$ cat src/rtl/param_fetch_seq.sv
// param_fetch_seq: walks layer weight/bias indices and streams beats through a credit-gated FIFO.
// Define PARAM_SEQ_PERF_EN to add the stall_cnt performance counter port.
module param_fetch_seq #(
  parameter int LAT   = 1,
  parameter int DEPTH = 4
) (
  input  logic         clk,
  input  logic         rst,
  input  logic         start,
  input  logic [3:0]   layer,
  output logic         busy,
  output logic         done,
  output logic [3:0]   mem_state,
  output logic         w_en,
  output logic [6:0]   read_o,
  output logic [5:0]   read_c,
  output logic [7:0]   read_i,
  input  logic [143:0] conv_w,
  input  logic [127:0] dense_w,
  input  logic [15:0]  bias,
  output logic         out_valid,
  input  logic         out_ready,
  output logic [143:0] out_w,
  output logic [15:0]  out_bias,
  output logic [6:0]   out_o,
  output logic         out_first,
  output logic         out_last
`ifdef PARAM_SEQ_PERF_EN
  ,
  output logic [15:0]  stall_cnt
`endif
);
  localparam int AW = (DEPTH > 1) ? $clog2(DEPTH) : 1;
  localparam int CW = $clog2(DEPTH + 1);

  typedef enum logic [1:0] {
    S_IDLE, S_RUN, S_DRAIN, S_DONE
  } state_t;

  typedef struct packed {
    logic [6:0]  o;
    logic        first;
    logic        last;
    logic [15:0] bias;
  } tag_t;

  typedef struct packed {
    logic [143:0] w;
    logic [15:0]  bias;
    logic [6:0]   o;
    logic         first;
    logic         last;
  } beat_t;

  state_t         state_q, state_d;
  logic [3:0]     layer_q, layer_d;
  logic [6:0]     o_q, o_d, o_max;
  logic [5:0]     n_q, n_d, n_max;
  logic [LAT-1:0] vld_q;
  tag_t           tag_q [LAT];
  tag_t           tag_in;
  beat_t          mem_q [DEPTH];
  beat_t          beat_in, beat_out;
  logic [AW-1:0]  wr_q, rd_q;
  logic [CW-1:0]  cnt_q, cnt_d;
  logic [7:0]     infl, infl_nx;
  logic           layer_ok, is_dense, credit;
  logic           issue, push, pop, n_last, o_last;

  function automatic logic [AW-1:0] ptr_inc(input logic [AW-1:0] p);
    return (p == AW'(DEPTH - 1)) ? '0 : p + AW'(1);
  endfunction

  // o_max / n_max are the last index values, not counts
  always_comb begin
    o_max = '0;
    n_max = '0;
    unique case (layer_q)
      4'b0010: begin o_max = 7'd15; n_max = 6'd0;  end
      4'b0100: begin o_max = 7'd31; n_max = 6'd15; end
      4'b0110: begin o_max = 7'd63; n_max = 6'd31; end
      4'b1000: begin o_max = 7'd95; n_max = 6'd31; end
      4'b1001: begin o_max = 7'd95; n_max = 6'd11; end
      default: ;
    endcase
  end

  assign layer_ok = layer inside {4'b0010, 4'b0100, 4'b0110, 4'b1000, 4'b1001};
  assign is_dense = layer_q[3];
  assign n_last   = (n_q == n_max);
  assign o_last   = (o_q == o_max);

  always_comb begin
    infl = '0;
    for (int k = 0; k < LAT; k++) infl = infl + 8'(vld_q[k]);
  end

  assign credit  = (8'(cnt_q) + infl) < 8'(DEPTH);
  assign issue   = (state_q == S_RUN) && credit;
  assign push    = vld_q[LAT-1];
  assign pop     = out_valid && out_ready;
  assign cnt_d   = cnt_q + CW'(push) - CW'(pop);
  assign infl_nx = infl - 8'(push);

  always_comb begin
    state_d = state_q;
    layer_d = layer_q;
    o_d     = o_q;
    n_d     = n_q;
    unique case (state_q)
      S_IDLE: begin
        if (start) begin
          state_d = layer_ok ? S_RUN : S_DONE;
          layer_d = layer_ok ? layer : 4'b0000;
        end
      end
      S_RUN: begin
        if (issue) begin
          n_d = n_last ? '0 : n_q + 6'd1;
          if (n_last) o_d = o_last ? '0 : o_q + 7'd1;
          if (n_last && o_last) state_d = S_DRAIN;
        end
      end
      S_DRAIN: begin
        if (infl_nx == 8'd0 && cnt_d == '0) state_d = S_DONE;
      end
      S_DONE: begin
        state_d = S_IDLE;
        layer_d = 4'b0000;
      end
      default: state_d = S_IDLE;
    endcase
  end

  assign tag_in = '{o: o_q, first: (n_q == 6'd0), last: n_last, bias: bias};

  always_comb begin
    beat_in       = '0;
    beat_in.w     = is_dense ? {16'h0000, dense_w} : conv_w;
    beat_in.bias  = tag_q[LAT-1].bias;
    beat_in.o     = tag_q[LAT-1].o;
    beat_in.first = tag_q[LAT-1].first;
    beat_in.last  = tag_q[LAT-1].last;
  end

  always_ff @(posedge clk) begin
    if (rst) begin
      state_q <= S_IDLE;
      layer_q <= '0;
      o_q     <= '0;
      n_q     <= '0;
      vld_q   <= '0;
      wr_q    <= '0;
      rd_q    <= '0;
      cnt_q   <= '0;
    end else begin
      state_q  <= state_d;
      layer_q  <= layer_d;
      o_q      <= o_d;
      n_q      <= n_d;
      vld_q[0] <= issue;
      for (int k = 1; k < LAT; k++) vld_q[k] <= vld_q[k-1];
      if (push) wr_q <= ptr_inc(wr_q);
      if (pop)  rd_q <= ptr_inc(rd_q);
      cnt_q <= cnt_d;
    end
  end

  // payload storage needs no reset; valid bits and pointers qualify it
  always_ff @(posedge clk) begin
    if (issue) tag_q[0] <= tag_in;
    for (int k = 1; k < LAT; k++) tag_q[k] <= tag_q[k-1];
    if (push) mem_q[wr_q] <= beat_in;
  end

`ifdef PARAM_SEQ_PERF_EN
  logic [15:0] stall_q;
  always_ff @(posedge clk) begin
    if (rst) begin
      stall_q <= '0;
    end else if (state_q == S_IDLE && start) begin
      stall_q <= '0;
    end else if (state_q == S_RUN && !credit && stall_q != 16'hFFFF) begin
      stall_q <= stall_q + 16'd1;
    end
  end
  assign stall_cnt = stall_q;
`endif

  assign beat_out  = mem_q[rd_q];
  assign busy      = (state_q == S_RUN) || (state_q == S_DRAIN);
  assign done      = (state_q == S_DONE);
  assign mem_state = busy ? layer_q : 4'b0000;
  assign w_en      = issue;
  assign read_o    = o_q;
  assign read_c    = is_dense ? 6'd0 : n_q;
  assign read_i    = is_dense ? {n_q[4:0], 3'b000} : 8'd0;
  assign out_valid = (cnt_q != '0);
  assign out_w     = beat_out.w;
  assign out_bias  = beat_out.bias;
  assign out_o     = beat_out.o;
  assign out_first = beat_out.first;
  assign out_last  = beat_out.last;

endmodule

$ cat config.mk
export PLATFORM = sky130hd
export DESIGN_NAME = param_fetch_seq
export DESIGN_NICKNAME = d
export VERILOG_FILES = /design/src/rtl/param_fetch_seq.sv
export SDC_FILE = /design/constraint.sdc
export NUM_CORES = 1
export LEC_CHECK = 0
export BUFFER_PORTS_ARGS = -buffer_cell sky130_fd_sc_hd__clkbuf_2
export CAP_MARGIN = 40
export CORE_ASPECT_RATIO = 2
export CORE_UTILIZATION = 40
export CTS_BUF_LIST = sky130_fd_sc_hd__clkbuf_8 sky130_fd_sc_hd__clkbuf_16
export DETAILED_ROUTE_END_ITERATION = 6
export HOLD_SLACK_MARGIN = 0.05
export PLACE_DENSITY_LB_ADDON = 0.08
export SLEW_MARGIN = 20
export SYNTH_ARGS = -nofsm -noshare
export SYNTH_HDL_FRONTEND = slang
export SYNTH_SLANG_ARGS = --single-unit
$ cat constraint.sdc
create_clock -name clk -period 13.2 [get_ports clk]
set_input_delay 1.32 -clock clk [delete_from_list [all_inputs] [get_ports clk]]
set_output_delay 1.32 -clock clk [all_outputs]
set_load 0.03 [all_outputs]
==> impl_metrics.yaml <==
power:
  p_leak_nw: 11.8
  powerDensity_nw_per_um2: 176
  peakVddDrop_uv: 111
routing:
  routedWlPerCell_um: 23.2
  routed_via_density: 5.17
  firstDrtPassIters: 4
  vias: 14289
  drt_wl_total_um: 64200
  drtIter0Drc: 721
  antenna_left: 0
  drc_errors: 0
layout:
  drive_gt1_frac: 0.495
  layout_common_cells: "edfxtp_1, clkbuf_2, mux4_2, mux2_2, clkbuf_16"
  syn_to_final_growth_pct: 20.3
  antenna_cells: 0
  nets: 2116
  fill_cells: 5941
  final_area_um2: 34200
  final_common_cell: "edfxtp_1"
worst_setup_path:
  worstPathArrival_ps: 3060
  path_max_fanout: 101
  crit_path_end_kind: "primary output"
  cp-start-kind: "register"
  cp_slowest_stage_delay_ps: 660
  critPathKind: "reg2out"
  cp.required_ps: 11880
  cp_cell_sequence: "buf_16 > buf_12 > mux4_2 > clkbuf_2"
  cp_slowest_cell: "buf_12"
cts:
  clockRootBuffer: "clkbuf_16"
  numCtsBuffers: 66
  cts_max_path_buffers: 3
  cts_tree: "done"
  clkSinkCount: 730
  cts_resized: 0
  h-tree-depth: 3
  ctsHoldBuffers: 0
  clkTransAtPathRegs_ps: 70
  clkLatencyLatePin_ps: 610
  postCtsSetupBuffers: 0
floorplanning:
  dieArea_um2: 72300
  die_h_um: 379
  die_w_um: 191
  core-area_um2: 70600
  initial_utilization: 0.403
  io-pin-count: 494
  rows: 138
sta:
  fin_worst_skew_ps: 15.7
  finalHoldViolCount: 0
  maxSlewHeadroom: 0.372
  max_freq_mhz: 229
  fin_crit_ps: 4380
  rsz0062_at_grt: "false"
  tightest_slew_ps: 942
  fin_crit_sh: 0.331
  fin_tns_setup_ps: 0
  finalMaxSlewViolations: 0
  hold_slack_ps: 472
  setup_viol: 0
yosys:
  ys_types: 51
  synthFlopType: "edfxtp_1"
  synthTopCellsByArea: "edfxtp_1, mux4_2, mux2_2, dfxtp_1, ha_1"
  synth_seq_cells: 730
  synth-edff-count: 701
  ys_seq_area_frac: 0.760
  syn_area_um2: 28500
  postSynthCellCount: 1289
  yosysWarnings: 0
  syn_area_per_cell_um2: 22.1
  async_flop_share: 0
  yosysTopAreaCell: "edfxtp_1"
  yosys.area.top_type_share: 0.740
outcome:
  outcome: "completed"
worst_hold_path:
  hold_class: "reg2reg"
grt:
  grt_first_pass_wirelength_um: 93800
  grt.overflow.total: 0
  grt_max_degree: 120
  antenna_found_initial: 1
  grt_pass1_vias: 15161
  grt_usage: 0.179
job:
  cap_violations: 0
placement:
  place_area_um2: 32200
  place_congestion: 0.754
  dp_hpwl_um: 41100
  port_buffers: 490
-- registers in the layout, indices dropped and copies added (netlist names), named ones only --
register and count:
mem_q 676, tag_q 25, read_o 7, n_q 6, layer_q 4, cnt_q 3
rd_q 2, state_q 2, wr_q 2, push 1
-- metrics by stage --
step                worst slack, ps  instances  utilization  total power, mW
global route                   8550       2763        0.485             6.26
floorplan                      8250       1291            -             3.78
detailed placement             9340       2645        0.455             4.24
finish                         8820       2763        0.485             6.01
global placement               9150       2636        0.452             4.21
CTS                            8630       2762        0.485             6.11
-- cells by family (layout without fill, tap and decap cells) --
family | Yosys count | in the layout | synth area share
compound gates | 34 | 34 | 0.00831
fa+ha+maj | 16 | 16 | 0.00730
flops | 730 | 730 | 0.760
xor+xnor | 8 | 8 | 0.00246
simple gates | 113 | 113 | 0.0228
other cells | 1 | 3 | 0.000132
buf+inv | 86 | 648 | 0.0131
mux | 301 | 301 | 0.186
-- worst paths after layout --
kind / start / to / slack (ps) / cells past startpoint
max: register / out_w[42] / 8820 / 4
max reg2reg: cnt_q[1]$_SDFF_PP0_ / state_q[0]$_SDFFE_PP0P_ / 10260 / 12
min: rd_q[1]$_SDFFE_PP0N_ / register / 470 / 2
min reg2reg: rd_q[1]$_SDFFE_PP0N_ / register / 470 / 2
-- metal layers --
metal	share of wire	routed length (µm)	GRT usage	up-vias
li1	-	-	-	6366
met1	0.39	24700	0.208	7369
met2	0.53	33900	0.319	479
met3	0.068	4360	0.0492	73
met4	0.018	1140	0.0537	2
met5	0.00020	13	0	-
-- power by group --
group          internal [mW]  total [mW]  switching [mW]
logic                  0.499        1.38           0.883
registers               2.71        2.77          0.0643
clock network           1.03        1.86           0.824
total                   4.24        6.01            1.77
-- synthesized netlist by cell type, drive strengths merged (6+ instances only) --
cell / n
nor2: 19
inv: 15
clkbuf: 34
nand2: 10
mux2: 128
or3: 6
nand3: 10
buf: 37
nor3: 9
edfxtp: 701
mux4: 169
xor2: 7
a21oi: 13
and2: 14
dfxtp: 29
nor2b: 22
o21ai: 7
ha: 15
-- cell type report --
class	count	area, µm²	share of cell area
inverter	15	56.3	0.00164
timing repair buffer	516	2870	0.0837
tap	910	1140	0.0332
clock inverter	49	360	0.0105
sequential	730	21600	0.632
clock buffer	68	1700	0.0497
multi-input combinational	475	6480	0.189
-- critical path: cells and delay by family, from the launching register on --
family / cells / cell delay [ps]
buf+inv: 3 / 1160
flops: 1 / 510
mux: 1 / 600
No activity file was read; power rests on OpenSTA's default activity.
